==> src/rtl/b_to_g_counter.sv <==
// Up/down binary counter with a registered Gray mirror, plus an independent binary-to-Gray converter.
// Latency: all outputs registered (1 cycle); no backpressure, every input is consumed on each edge.
module b_to_g_counter #(
    parameter int WIDTH = 8
) (
    input  logic             clk,
    input  logic             rst,
    input  logic             en,
    input  logic             dir,
    input  logic             load,
    input  logic [WIDTH-1:0] load_bin,
    output logic [WIDTH-1:0] bin,
    output logic [WIDTH-1:0] gray,
    output logic             wrap,
    input  logic             cv_valid_in,
    input  logic [WIDTH-1:0] cv_bin_in,
    output logic             cv_valid_out,
    output logic [WIDTH-1:0] cv_gray_out
);

    logic [WIDTH-1:0] bin_q, bin_d;
    logic [WIDTH-1:0] gray_q, gray_d;
    logic             wrap_q, wrap_d;
    logic             cv_valid_q, cv_valid_d;
    logic [WIDTH-1:0] cv_gray_q, cv_gray_d;

    always_comb begin
        bin_d  = bin_q;
        wrap_d = 1'b0;
        if (load) begin
            bin_d = load_bin;
        end else if (en) begin
            if (dir) begin
                bin_d  = bin_q + WIDTH'(1);
                wrap_d = &bin_q;
            end else begin
                bin_d  = bin_q - WIDTH'(1);
                wrap_d = ~|bin_q;
            end
        end
        // Encode from the next-state value so gray lands on the same edge as bin.
        gray_d = bin_d ^ (bin_d >> 1);
    end

    always_comb begin
        cv_valid_d = cv_valid_in;
        cv_gray_d  = cv_gray_q;
        if (cv_valid_in) begin
            cv_gray_d = cv_bin_in ^ (cv_bin_in >> 1);
        end
    end

    always_ff @(posedge clk or posedge rst) begin
        if (rst) begin
            bin_q      <= '0;
            gray_q     <= '0;
            wrap_q     <= 1'b0;
            cv_valid_q <= 1'b0;
            cv_gray_q  <= '0;
        end else begin
            bin_q      <= bin_d;
            gray_q     <= gray_d;
            wrap_q     <= wrap_d;
            cv_valid_q <= cv_valid_d;
            cv_gray_q  <= cv_gray_d;
        end
    end

    assign bin          = bin_q;
    assign gray         = gray_q;
    assign wrap         = wrap_q;
    assign cv_valid_out = cv_valid_q;
    assign cv_gray_out  = cv_gray_q;

endmodule

==> config.mk <==
export PLATFORM = sky130hd
export DESIGN_NAME = b_to_g_counter
export DESIGN_NICKNAME = d
export VERILOG_FILES = /design/src/rtl/b_to_g_counter.sv
export SDC_FILE = /design/constraint.sdc
export NUM_CORES = 1
export LEC_CHECK = 0
export BUFFER_PORTS_ARGS = -buffer_cell sky130_fd_sc_hd__buf_2
export CORE_MARGIN = 1
export CORE_UTILIZATION = 49
export DETAILED_ROUTE_END_ITERATION = 10
export GPL_TIMING_DRIVEN = 0
export PLACE_DENSITY = 0.74
export SYNTH_ARGS = -nofsm -noshare
export SYNTH_HDL_FRONTEND = slang
export SYNTH_SLANG_ARGS = --single-unit
==> constraint.sdc <==
create_clock -name clk -period 2.45 [get_ports clk]
set_clock_uncertainty 0.05 [all_clocks]
set_input_delay 0.1225 -clock clk [delete_from_list [all_inputs] [get_ports clk]]
set_output_delay 0.1225 -clock clk [all_outputs]
set_load 0.02 [all_outputs]
==> metrics.md <==
| Metric | Value |
|---|---|
| Netlist Area Pre-Place | 1400 µm² |
| Starting DRT DRC Count | 36 |
| Vias | 1148 |
| Yosys reg bits | 25 |
| Warnings, synthesis | 0 |
| Clk sinks | 25 |
| Min-delay worst type | in2reg |
| Initial antenna violation count | 0 |
| Switching Fraction | 0.384 |
| Max-slew violation count | 0 |
| Max incr delay on CP | 0.51 ns |
| DRT antenna net count | 0 |
| I/O pin cnt | 48 |
| Rel. slew slack | 0.397 |
| Die Ht | 55.5 µm |
| CP Capture Type | flop |
| First-pass GRT wire length | 4900 µm |
| CP cell instances | inv_1 > fa_1 > nor2b_4 > o31a_1 > o21ai_2 > a211oi_2 > nor3_4 > xnor2_1 |
| Layout Utilization | 0.627 |
| Total wire length | 2840 µm |
| Buf/Inv on CP | 1 |
| Total congestion overflow | 0 |
| I/O Buffers | 45 |
| Achievable frequency | 462 MHz |
| Drt pass-1 iters | 4 |
| Max-cap viol count | 0 |
| Number of global-route vias before repair | 1135 |
| # rows | 19 |
| WL/cell | 13.2 µm |
| Post-CTS Setup Inserts | 0 |
| GR Util All Layers | 0.201 |
| NetSw | 478 µW |
| Synth area leaders | dfrtp_1 (45%), xnor2_1 (8.7%), ha_1 (5.4%), a21oi_1 (4.6%), nor2_1 (3.2%) |
| Num CTS Buffers | 3 |
| Reg power frac | 0.438 |
| CTS Hold Buffers Added | 2 |
| Final instance count without filler cells | 215 |
| RSZ-0062 raised after global routing | no |
| Routed vias/inst | 5.34 |
| Post-synth top area share | 0.446 |
| Period utilization | 0.883 |
| Root buffer cell | clkbuf_4 |
| Die W | 55.5 µm |
| Crit path max-delay family | compound AO/OA/AOI/OAI gates |
| Status | finished, final reports clean |
| CTS tree | built |
| Number of distinct library cells after synthesis | 35 |
| Yosys top cell by area | dfrtp_1 |
| Startpoint types | flop |
| P_leak | 0.000823 µW |
| DP Wirelength | 2280 µm |
| Nets | 214 |
| Register area share after synthesis | 0.446 |
| Clock H-tree levels | 1 |
| Hold Vio Cnt, Final | 0 |
| Comb power frac | 0.421 |
| Share of cells above drive strength 1 | 0.342 |
| Worst-path clk slew | 0.13 ns |
| WP data arrival | 2.34 ns |
| Longest Clk Path Bufs | 2 |
| Initial Utilization | 0.513 |
| Syn nets | 162 |
| Commonest non-fill, non-tap cell in the layout | buf_2 |
| Layout overhead on the synthesized area | 22.1% |
| Final min period | 2.16 ns |
| Final setup violating endpoints | 0 |
| Core area | 2730 µm² |
| CP required | 2.63 ns |
| Internal power | 769 µW |
| Async S/R FF share, synth | 1.00 |
| Critical path class | reg2reg |
| Setup TNS | 0 ns |
| Slowest cell on crit path | dfrtp_1 |
| Clock Power Share | 0.141 |
| Cell area power density | 728 nW/µm² |
| Post-synth EDFFs | 0 |
| Placed insts | 209 |
| CP Max Fanout | 7 |
| DIE AREA | 3080 µm² |
| Largest net degree at the start of global routing | 26 |
| Top_reg_cell synth | dfrtp_1 |
| ANT cells | 0 |
| Synth Area per Inst | 10.5 µm² |
| DRC Markers | 0 |
| Most frequent cells in the layout | buf_2 (47), dfrtp_1 (25), xnor2_1 (14) |
| Skew-Pair Late Insertion Delay | 0.31 ns |
| Post-Synthesis Cells | 133 |
| Worst slew pin tran | 0.903 ns |
| RePlAce Congestion | 0.787 |
| Cts repair resizes | 0 |
| Worst vdd ir | 0.569 mV |
layer usage:
metal  vias up  GRT usage  wire, µm
met2        32      0.360      1480
met3         6     0.0515       117
met1       543      0.234      1180
li1        567          -         -
met4         0     0.0643        60
met5         -          0         0
power by group through the flow:
| stage | registers (µW) | logic [µW] | clock network, µW |
|---|---|---|---|
| after floorplan | 648 | 273 | 0 |
| after global placement | 550 | 514 | 0 |
| after detailed placement | 554 | 529 | 0 |
| after CTS | 546 | 532 | 182 |
| after global routing | 555 | 570 | 197 |
| final | 546 | 525 | 176 |
worst min-delay path, stage by stage:
cell     delay [ns]
buf_2          0.07
nand2_1        0.05
o21ai_2        0.09
registers in the layout, summed over array words and instances (netlist names):
| name | flops |
|---|---|
| cv_valid_out | 1 |
| cv_gray_out | 8 |
| bin | 8 |
| wrap | 1 |
| gray | 7 |
cell type report:
type | count | area (µm²)
Buffer | 5 | 28.8
Clock buffer | 4 | 26.3
Fill cell | 239 | 1020
Inverter | 10 | 37.5
Multi-Input combinational cell | 93 | 711
Sequential cell | 25 | 626
Tap cell | 31 | 38.8
Timing Repair Buffer | 47 | 245
worst paths after layout:
path | endpoint | cells after the start | slack (ns) | start
hold / removal | bin[3] | 3 | 0.02 | load_bin[3]
setup / recovery | gray[5] | 8 | 0.29 | bin[0]
min in group asynchronous | cv_gray_out[4] | 3 | 0.49 | rst
hold reg to reg | cv_gray_out[7] | 1 | 0.47 | cv_gray_out[7]
max in group asynchronous | bin[6] | 3 | 1.32 | rst
setup reg to reg | gray[5] | 8 | 0.29 | bin[0]
logic make-up (layout without fill, tap and decap cells):
family / Yosys count / in the layout / share of synthesized area
mux: 6 / 6 / 0.0446
flops: 25 / 25 / 0.446
buf+inv: 15 / 66 / 0.0473
xor+xnor: 18 / 18 / 0.112
fa+ha+maj: 7 / 7 / 0.0678
simple gates: 31 / 31 / 0.133
compound gates: 31 / 31 / 0.149
synth_stat cells, types with 2 or more instances:
master / n
nand2_1: 4
o21ai_2: 5
xor2_1: 4
nand3_1: 2
mux2_2: 2
buf_2: 2
xnor2_1: 14
dfrtp_1: 25
ha_1: 6
nor2_1: 12
a21oi_1: 13
o211ai_1: 2
inv_1: 10
o21ai_0: 2
buf_4: 2
nor3b_1: 2
nand4_1: 2
nor4_1: 2
mux2i_1: 4
nor3_1: 3
through the flow:
| step | setup slack [ns] | power [µW] | hold WS, ns | area, µm² |
|---|---|---|---|---|
| final | 0.286 | 1250 | 0.0185 | 1710 |
| after global routing | 0.133 | 1320 | 0.00857 | 1710 |
| after CTS | 0.259 | 1260 | 0.0119 | 1710 |
| after detailed placement | 0.304 | 1080 | 0.285 | 1670 |
| after global placement | 0.375 | 1060 | 0.279 | 1670 |
| after floorplan | 0.377 | 921 | 0.0998 | 1400 |
Power figures use the tool's default switching activity.
